==> config.mk <==
export PLATFORM = sky130hd
export DESIGN_NAME = pll_mgmt_slave
export DESIGN_NICKNAME = d
export VERILOG_FILES = /design/src/rtl/pll_mgmt_pkg.sv /design/src/rtl/pll_mgmt_timer.sv /design/src/rtl/pll_mgmt_slave.sv
export SDC_FILE = /design/constraint.sdc
export NUM_CORES = 1
export LEC_CHECK = 0
export BUFFER_PORTS_ARGS = -buffer_cell sky130_fd_sc_hd__buf_2
export CORE_MARGIN = 5
export CORE_UTILIZATION = 34
export DETAILED_ROUTE_END_ITERATION = 6
export SLEW_MARGIN = 20
export SYNTH_ARGS = -nofsm -noshare
export SYNTH_HDL_FRONTEND = slang
export SYNTH_SLANG_ARGS = --single-unit
==> constraint.sdc <==
create_clock -name mgmt_clk -period 2.95 [get_ports mgmt_clk]
set_input_delay 0.59 -clock mgmt_clk [delete_from_list [all_inputs] [get_ports mgmt_clk]]
set_output_delay 0.59 -clock mgmt_clk [all_outputs]
set_load 0.02 [all_outputs]
==> src/rtl/pll_mgmt_pkg.sv <==
// Shared constants and types for the PLL reconfiguration management slave.
package pll_mgmt_pkg;

    localparam int unsigned PLL_TIMER_W = 16;

    localparam logic [5:0] PLL_A_MODE   = 6'd0;
    localparam logic [5:0] PLL_A_STATUS = 6'd1;
    localparam logic [5:0] PLL_A_START  = 6'd2;
    localparam logic [5:0] PLL_A_N      = 6'd3;
    localparam logic [5:0] PLL_A_M      = 6'd4;
    localparam logic [5:0] PLL_A_K      = 6'd7;

    typedef enum logic [1:0] {
        StIdle,
        StBusy,
        StLocking
    } pll_mgmt_state_t;

endpackage

==> src/rtl/pll_mgmt_timer.sv <==
// Loadable down-counter; o_expire is high while the count equals 1.
module pll_mgmt_timer
    import pll_mgmt_pkg::*;
#(
    parameter logic [PLL_TIMER_W-1:0] RESET_VAL = 1
) (
    input  logic                   i_clk,
    input  logic                   i_rst_n,
    input  logic                   i_load,
    input  logic [PLL_TIMER_W-1:0] i_load_val,
    output logic                   o_expire
);

    logic [PLL_TIMER_W-1:0] r_count;

    // Saturates at zero so an idle timer never re-fires.
    always_ff @(posedge i_clk or negedge i_rst_n) begin
        if (!i_rst_n) begin
            r_count <= RESET_VAL;
        end else if (i_load) begin
            r_count <= i_load_val;
        end else if (r_count != '0) begin
            r_count <= r_count - 1'b1;
        end
    end

    assign o_expire = (r_count == PLL_TIMER_W'(1));

endmodule

==> src/rtl/pll_mgmt_slave.sv <==
// Avalon-MM responder modelling the PLL reconfiguration handshake: shadows N/M/K,
// stalls for a busy window after START, applies the snapshot and models relock.
module pll_mgmt_slave
    import pll_mgmt_pkg::*;
#(
    parameter int unsigned BUSY_CYCLES = 64,
    parameter int unsigned LOCK_CYCLES = 1024,
    parameter logic [31:0] K_RESET     = 32'd1503512573
) (
    input  logic        mgmt_clk,
    input  logic        reset_n,
    input  logic [5:0]  mgmt_address,
    input  logic        mgmt_write,
    input  logic [31:0] mgmt_writedata,
    input  logic        mgmt_read,
    output logic [31:0] mgmt_readdata,
    output logic        mgmt_waitrequest,
    output logic [31:0] active_k,
    output logic [17:0] active_m,
    output logic [17:0] active_n,
    output logic        locked,
    output logic        reconfig_done
);

    localparam logic [PLL_TIMER_W-1:0] BUSY_LD = PLL_TIMER_W'(BUSY_CYCLES);
    localparam logic [PLL_TIMER_W-1:0] LOCK_LD = PLL_TIMER_W'(LOCK_CYCLES);

    pll_mgmt_state_t r_state, w_state_d;

    logic        r_mode, r_err, r_waitreq, r_locked, r_done;
    logic [31:0] r_rdata;
    logic [17:0] r_shadow_n, r_shadow_m, r_pend_n, r_pend_m, r_active_n, r_active_m;
    logic [31:0] r_shadow_k, r_pend_k, r_active_k;

    logic                   w_wr_acc, w_rd_acc, w_start, w_expire;
    logic                   w_tmr_load;
    logic [PLL_TIMER_W-1:0] w_tmr_val;
    logic                   w_mode_d, w_err_d, w_waitreq_d, w_locked_d, w_done_d;
    logic                   w_snap, w_apply;
    logic [31:0]            w_rdata;

    // A simultaneous read and write is treated as a write only.
    assign w_wr_acc = mgmt_write & ~r_waitreq;
    assign w_rd_acc = mgmt_read & ~mgmt_write & ~r_waitreq;
    assign w_start  = w_wr_acc && (mgmt_address == PLL_A_START);

    pll_mgmt_timer #(
        .RESET_VAL (LOCK_LD)
    ) u_timer (
        .i_clk      (mgmt_clk),
        .i_rst_n    (reset_n),
        .i_load     (w_tmr_load),
        .i_load_val (w_tmr_val),
        .o_expire   (w_expire)
    );

    always_ff @(posedge mgmt_clk or negedge reset_n) begin
        if (!reset_n) begin
            r_state <= StLocking;
        end else begin
            r_state <= w_state_d;
        end
    end

    always_comb begin
        w_state_d  = r_state;
        w_tmr_load = 1'b0;
        w_tmr_val  = BUSY_LD;
        unique case (r_state)
            StIdle: begin
                if (w_start) begin
                    w_state_d  = StBusy;
                    w_tmr_load = 1'b1;
                    w_tmr_val  = BUSY_LD;
                end
            end
            StBusy: begin
                if (w_expire) begin
                    w_state_d  = StLocking;
                    w_tmr_load = 1'b1;
                    w_tmr_val  = LOCK_LD;
                end
            end
            StLocking: begin
                if (w_expire) begin
                    w_state_d = StIdle;
                end
            end
            default: w_state_d = StLocking;
        endcase
    end

    always_comb begin
        w_mode_d = r_mode;
        if (w_wr_acc && (mgmt_address == PLL_A_MODE)) begin
            w_mode_d = mgmt_writedata[0];
        end
        w_snap  = (r_state == StIdle) && w_start;
        w_apply = (r_state == StBusy) && w_expire;
        // Set beats clear when a rejected START and a STATUS read coincide.
        w_err_d = (w_start && (r_state != StIdle)) |
                  (r_err & ~(w_rd_acc && (mgmt_address == PLL_A_STATUS)));
        w_waitreq_d = (w_state_d == StBusy) && !w_mode_d;
        w_locked_d  = (w_state_d == StIdle);
        w_done_d    = (r_state == StLocking) && w_expire;
        w_rdata     = '0;
        case (mgmt_address)
            PLL_A_MODE:   w_rdata = {31'b0, r_mode};
            PLL_A_STATUS: w_rdata = {30'b0, r_err, (r_state == StBusy)};
            PLL_A_N:      w_rdata = {14'b0, r_shadow_n};
            PLL_A_M:      w_rdata = {14'b0, r_shadow_m};
            PLL_A_K:      w_rdata = r_shadow_k;
            default:      w_rdata = '0;
        endcase
    end

    always_ff @(posedge mgmt_clk or negedge reset_n) begin
        if (!reset_n) begin
            r_mode     <= 1'b0;
            r_err      <= 1'b0;
            r_waitreq  <= 1'b0;
            r_locked   <= 1'b0;
            r_done     <= 1'b0;
            r_rdata    <= '0;
            r_shadow_n <= '0;
            r_shadow_m <= '0;
            r_shadow_k <= K_RESET;
            r_pend_n   <= '0;
            r_pend_m   <= '0;
            r_pend_k   <= K_RESET;
            r_active_n <= '0;
            r_active_m <= '0;
            r_active_k <= K_RESET;
        end else begin
            r_mode    <= w_mode_d;
            r_err     <= w_err_d;
            r_waitreq <= w_waitreq_d;
            r_locked  <= w_locked_d;
            r_done    <= w_done_d;
            if (w_wr_acc && (mgmt_address == PLL_A_N)) r_shadow_n <= mgmt_writedata[17:0];
            if (w_wr_acc && (mgmt_address == PLL_A_M)) r_shadow_m <= mgmt_writedata[17:0];
            if (w_wr_acc && (mgmt_address == PLL_A_K)) r_shadow_k <= mgmt_writedata;
            if (w_snap) begin
                r_pend_n <= r_shadow_n;
                r_pend_m <= r_shadow_m;
                r_pend_k <= r_shadow_k;
            end
            if (w_apply) begin
                r_active_n <= r_pend_n;
                r_active_m <= r_pend_m;
                r_active_k <= r_pend_k;
            end
            if (w_rd_acc) r_rdata <= w_rdata;
        end
    end

    assign mgmt_readdata    = r_rdata;
    assign mgmt_waitrequest = r_waitreq;
    assign active_k         = r_active_k;
    assign active_m         = r_active_m;
    assign active_n         = r_active_n;
    assign locked           = r_locked;
    assign reconfig_done    = r_done;

endmodule

==> impl_metrics.ini <==
[status]
status = finished with violations
violations = hold timing

[grt]
grt_max_degree = 69
antenna_found_initial = 2
grt_pass1_wl_mm = 41.5
grt_usage_pct = 15.3
overflow = 0
grt_pass1_vias = 7186

[worst_setup_path]
path_max_fanout = 21
worstPathArrival_ps = 2850
worst_setup_path_end_kind = flip-flop
critPathKind = flip-flop to flip-flop
startpoint_type = flip-flop
required_ps = 3370
cp-startpoint = u_timer.r_count[1]
worstReg2RegStart = u_timer.r_count[1]
rr_worst_depth = 9

[pwr]
max-vdd-ir-drop_mv = 0.395
power_density_nw_per_um2 = 594
leakage_nw = 6.37
power.total_mw = 7.53

[layout]
layout-drive-gt1-share_pct = 41.3
layout-area-overhead-vs-synth_pct = 21.5
final_cell_area_um2 = 12700
final_nets = 1064
antenna_cells = 0
fill_cells = 2939

[synthesis]
ys_top_cells_by_count = 279 x nand2_1, 194 x dfrtp_1, 140 x mux2_2, 65 x dfstp_2, 28 x clkbuf_1
ys_warn_count = 0
syn-instance-count = 868
muxShareOfSynthArea_pct = 15.1
synth_top_family_by_area = multiplexers
synthesis.area_um2 = 10400
synthXorXnorAreaFrac_pct = 1.01
syn_nets = 913
synth-compound-area-share_pct = 3.80
ys.flop_type = dfrtp_1
ys_types = 44
synthSimpleGateAreaFrac_pct = 14.6
ys_seq_area_share_pct = 62.8
yosysTopAreaCellShare_pct = 46.5
yosysTopAreaCell = dfrtp_1
synth_area_leaders = dfrtp_1 46%, dfstp_2 16%, mux2_2 15%
ys_async_sr_fraction_pct = 100
synth_edf_count = 0
synth.most_common_cell = nand2_1
ys_seq_elements = 259
yosys.area_share.adder_pct = 0.359
syn_avg_cell_area_um2 = 12.0

[placement]
gp_congestion = 0.780
io_buffers = 144
dpl_cell_area_um2 = 11700
hpwl_mm = 17.3

[sta]
finalSetupTns_ps = 0
hold_violations = 7
period_needed_ps = 2440
skew_ps = 25.1
clock.fmax_ghz = 0.411
slew_headroom_pct = 44.1
drv_slew = 0
holdWs_ps = -9.71
setup-violations-final = 0
worst_pin_slew_ps = 836
final.period_utilization_pct = 82.6
rsz0062_at_grt = no

[floorplanning]
pin_count = 145
core_um2 = 30400
dieArea_um2 = 34300
fp-row-count = 64
die_w_um = 185
initial_core_util_pct = 34.3
die_y_um = 185

[cts]
cts_sinks = 259
hold_buffers = 0
htree_num_levels = 1
worstSkewPairLatency_ps = 550
clk_path_buf_depth = 3
ctsResizeCount = 0
path_clk_slew_ps = 60
post_cts_buffers = 0
numCtsBuffers = 28
cts_tree = yes
root_buffer = clkbuf_16

[routing]
routedWlPerCell_um = 18.2
firstDrtPassIters = 6
drc_errors = 0
wl_mm = 26.2
drtIter0Drc = 581
antenna_left = 0
via_count = 7083
vias_per_cell = 4.93

[flow_run]
cap_violations = 0

[hold_path]
hold_class = input port to async pin
[cells in the final DEF (no fill, tap or decap), types with 7 or more instances in the layout]
cell       synthesis  final
buf_12             0      7
buf_2              1    143
buf_4              1     14
nand2_1          279    277
dfrtp_1          194    194
clkbuf_16          0     28
nor2_1            24     23
a22oi_1           16     16
nand3_1           19     19
xor2_1            10     10
dfstp_2           65     65
mux2_2           140    140
a222oi_1          17     17
[per-layer routing]
layer | track usage [%] | part of all wire (%) | wire, um
met2 | 24.7 | 48 | 12500
met5 | 0 | 0.10 | 27
met1 | 21.2 | 43 | 11300
met3 | 3.28 | 6.9 | 1810
met4 | 3.44 | 2.0 | 525
[per-stage QoR]
stage / instances / setup slack [ps] / hold slack [ps] / util (%)
after floorplan: 868 / 735 / 294 / -
final: 1437 / 515 / -9.71 / 41.7
after detailed placement: 1385 / 510 / 444 / 38.5
after CTS: 1437 / 496 / 2.32 / 41.7
after global placement: 1385 / 569 / 440 / 38.5
after global routing: 1437 / 310 / 9.87 / 41.7
[where the power goes]
group          internal, mW  leakage, nW  switching (mW)  total, mW
sequential             3.61         3.31          0.0617       3.67
clock                  2.17        0.464            1.43       3.60
combinational        0.0974         2.59           0.172      0.270
total                  5.87         6.37            1.67       7.53
[area by class of cell]
cell class	instances	area [um^2]	area share, %
repair buffers	165	976	7.69
inverters	2	7.51	0.0592
well taps	396	495	3.90
clock inverters	13	165	1.30
flip-flops and latches	259	6560	51.7
multi-input cells	563	3680	29.0
clock buffers	39	802	6.32
[flip-flops by register name (all words and copies together), names as in the netlist, 2 cells and up]
name	cells
r_shadow_n	18
active_n	18
r_state	2
active_m	18
r_shadow_m	18
r_shadow_k	32
active_k	32
u_timer.r_count	16
r_pend_m	18
mgmt_readdata	32
r_pend_n	18
r_pend_k	32
[worst max-delay path, stage by stage (launching register included)]
cell     delay [ps]
dfrtp_1         380
inv_1           100
ha_1            140
nor4b_1         380
nand4_2         230
nor3b_4         290
buf_4           350
or2_0           150
buf_4           210
nor2_1           70
[logic make-up (layout without fill, tap and decap cells)]
kind of cell | Yosys count | count (layout)
buffers and inverters | 46 | 219
AOI/OAI and AO/OA | 50 | 50
and+or+nand+nor | 358 | 358
DFF | 259 | 259
adders and majority gates | 3 | 3
xor gates and xnor gates | 12 | 12
muxes | 140 | 140
[final timing paths]
path,end,slack (ps)
hold / removal,r_pend_n[10],-10
hold reg to reg,r_pend_k[28],450
setup reg to reg,u_timer.r_count[9],510
setup / recovery,u_timer.r_count[9],510
max in group asynchronous,active_k[27],2080
min in group mgmt_clk,r_shadow_k[31],270
Power figures use the tool's default switching activity.
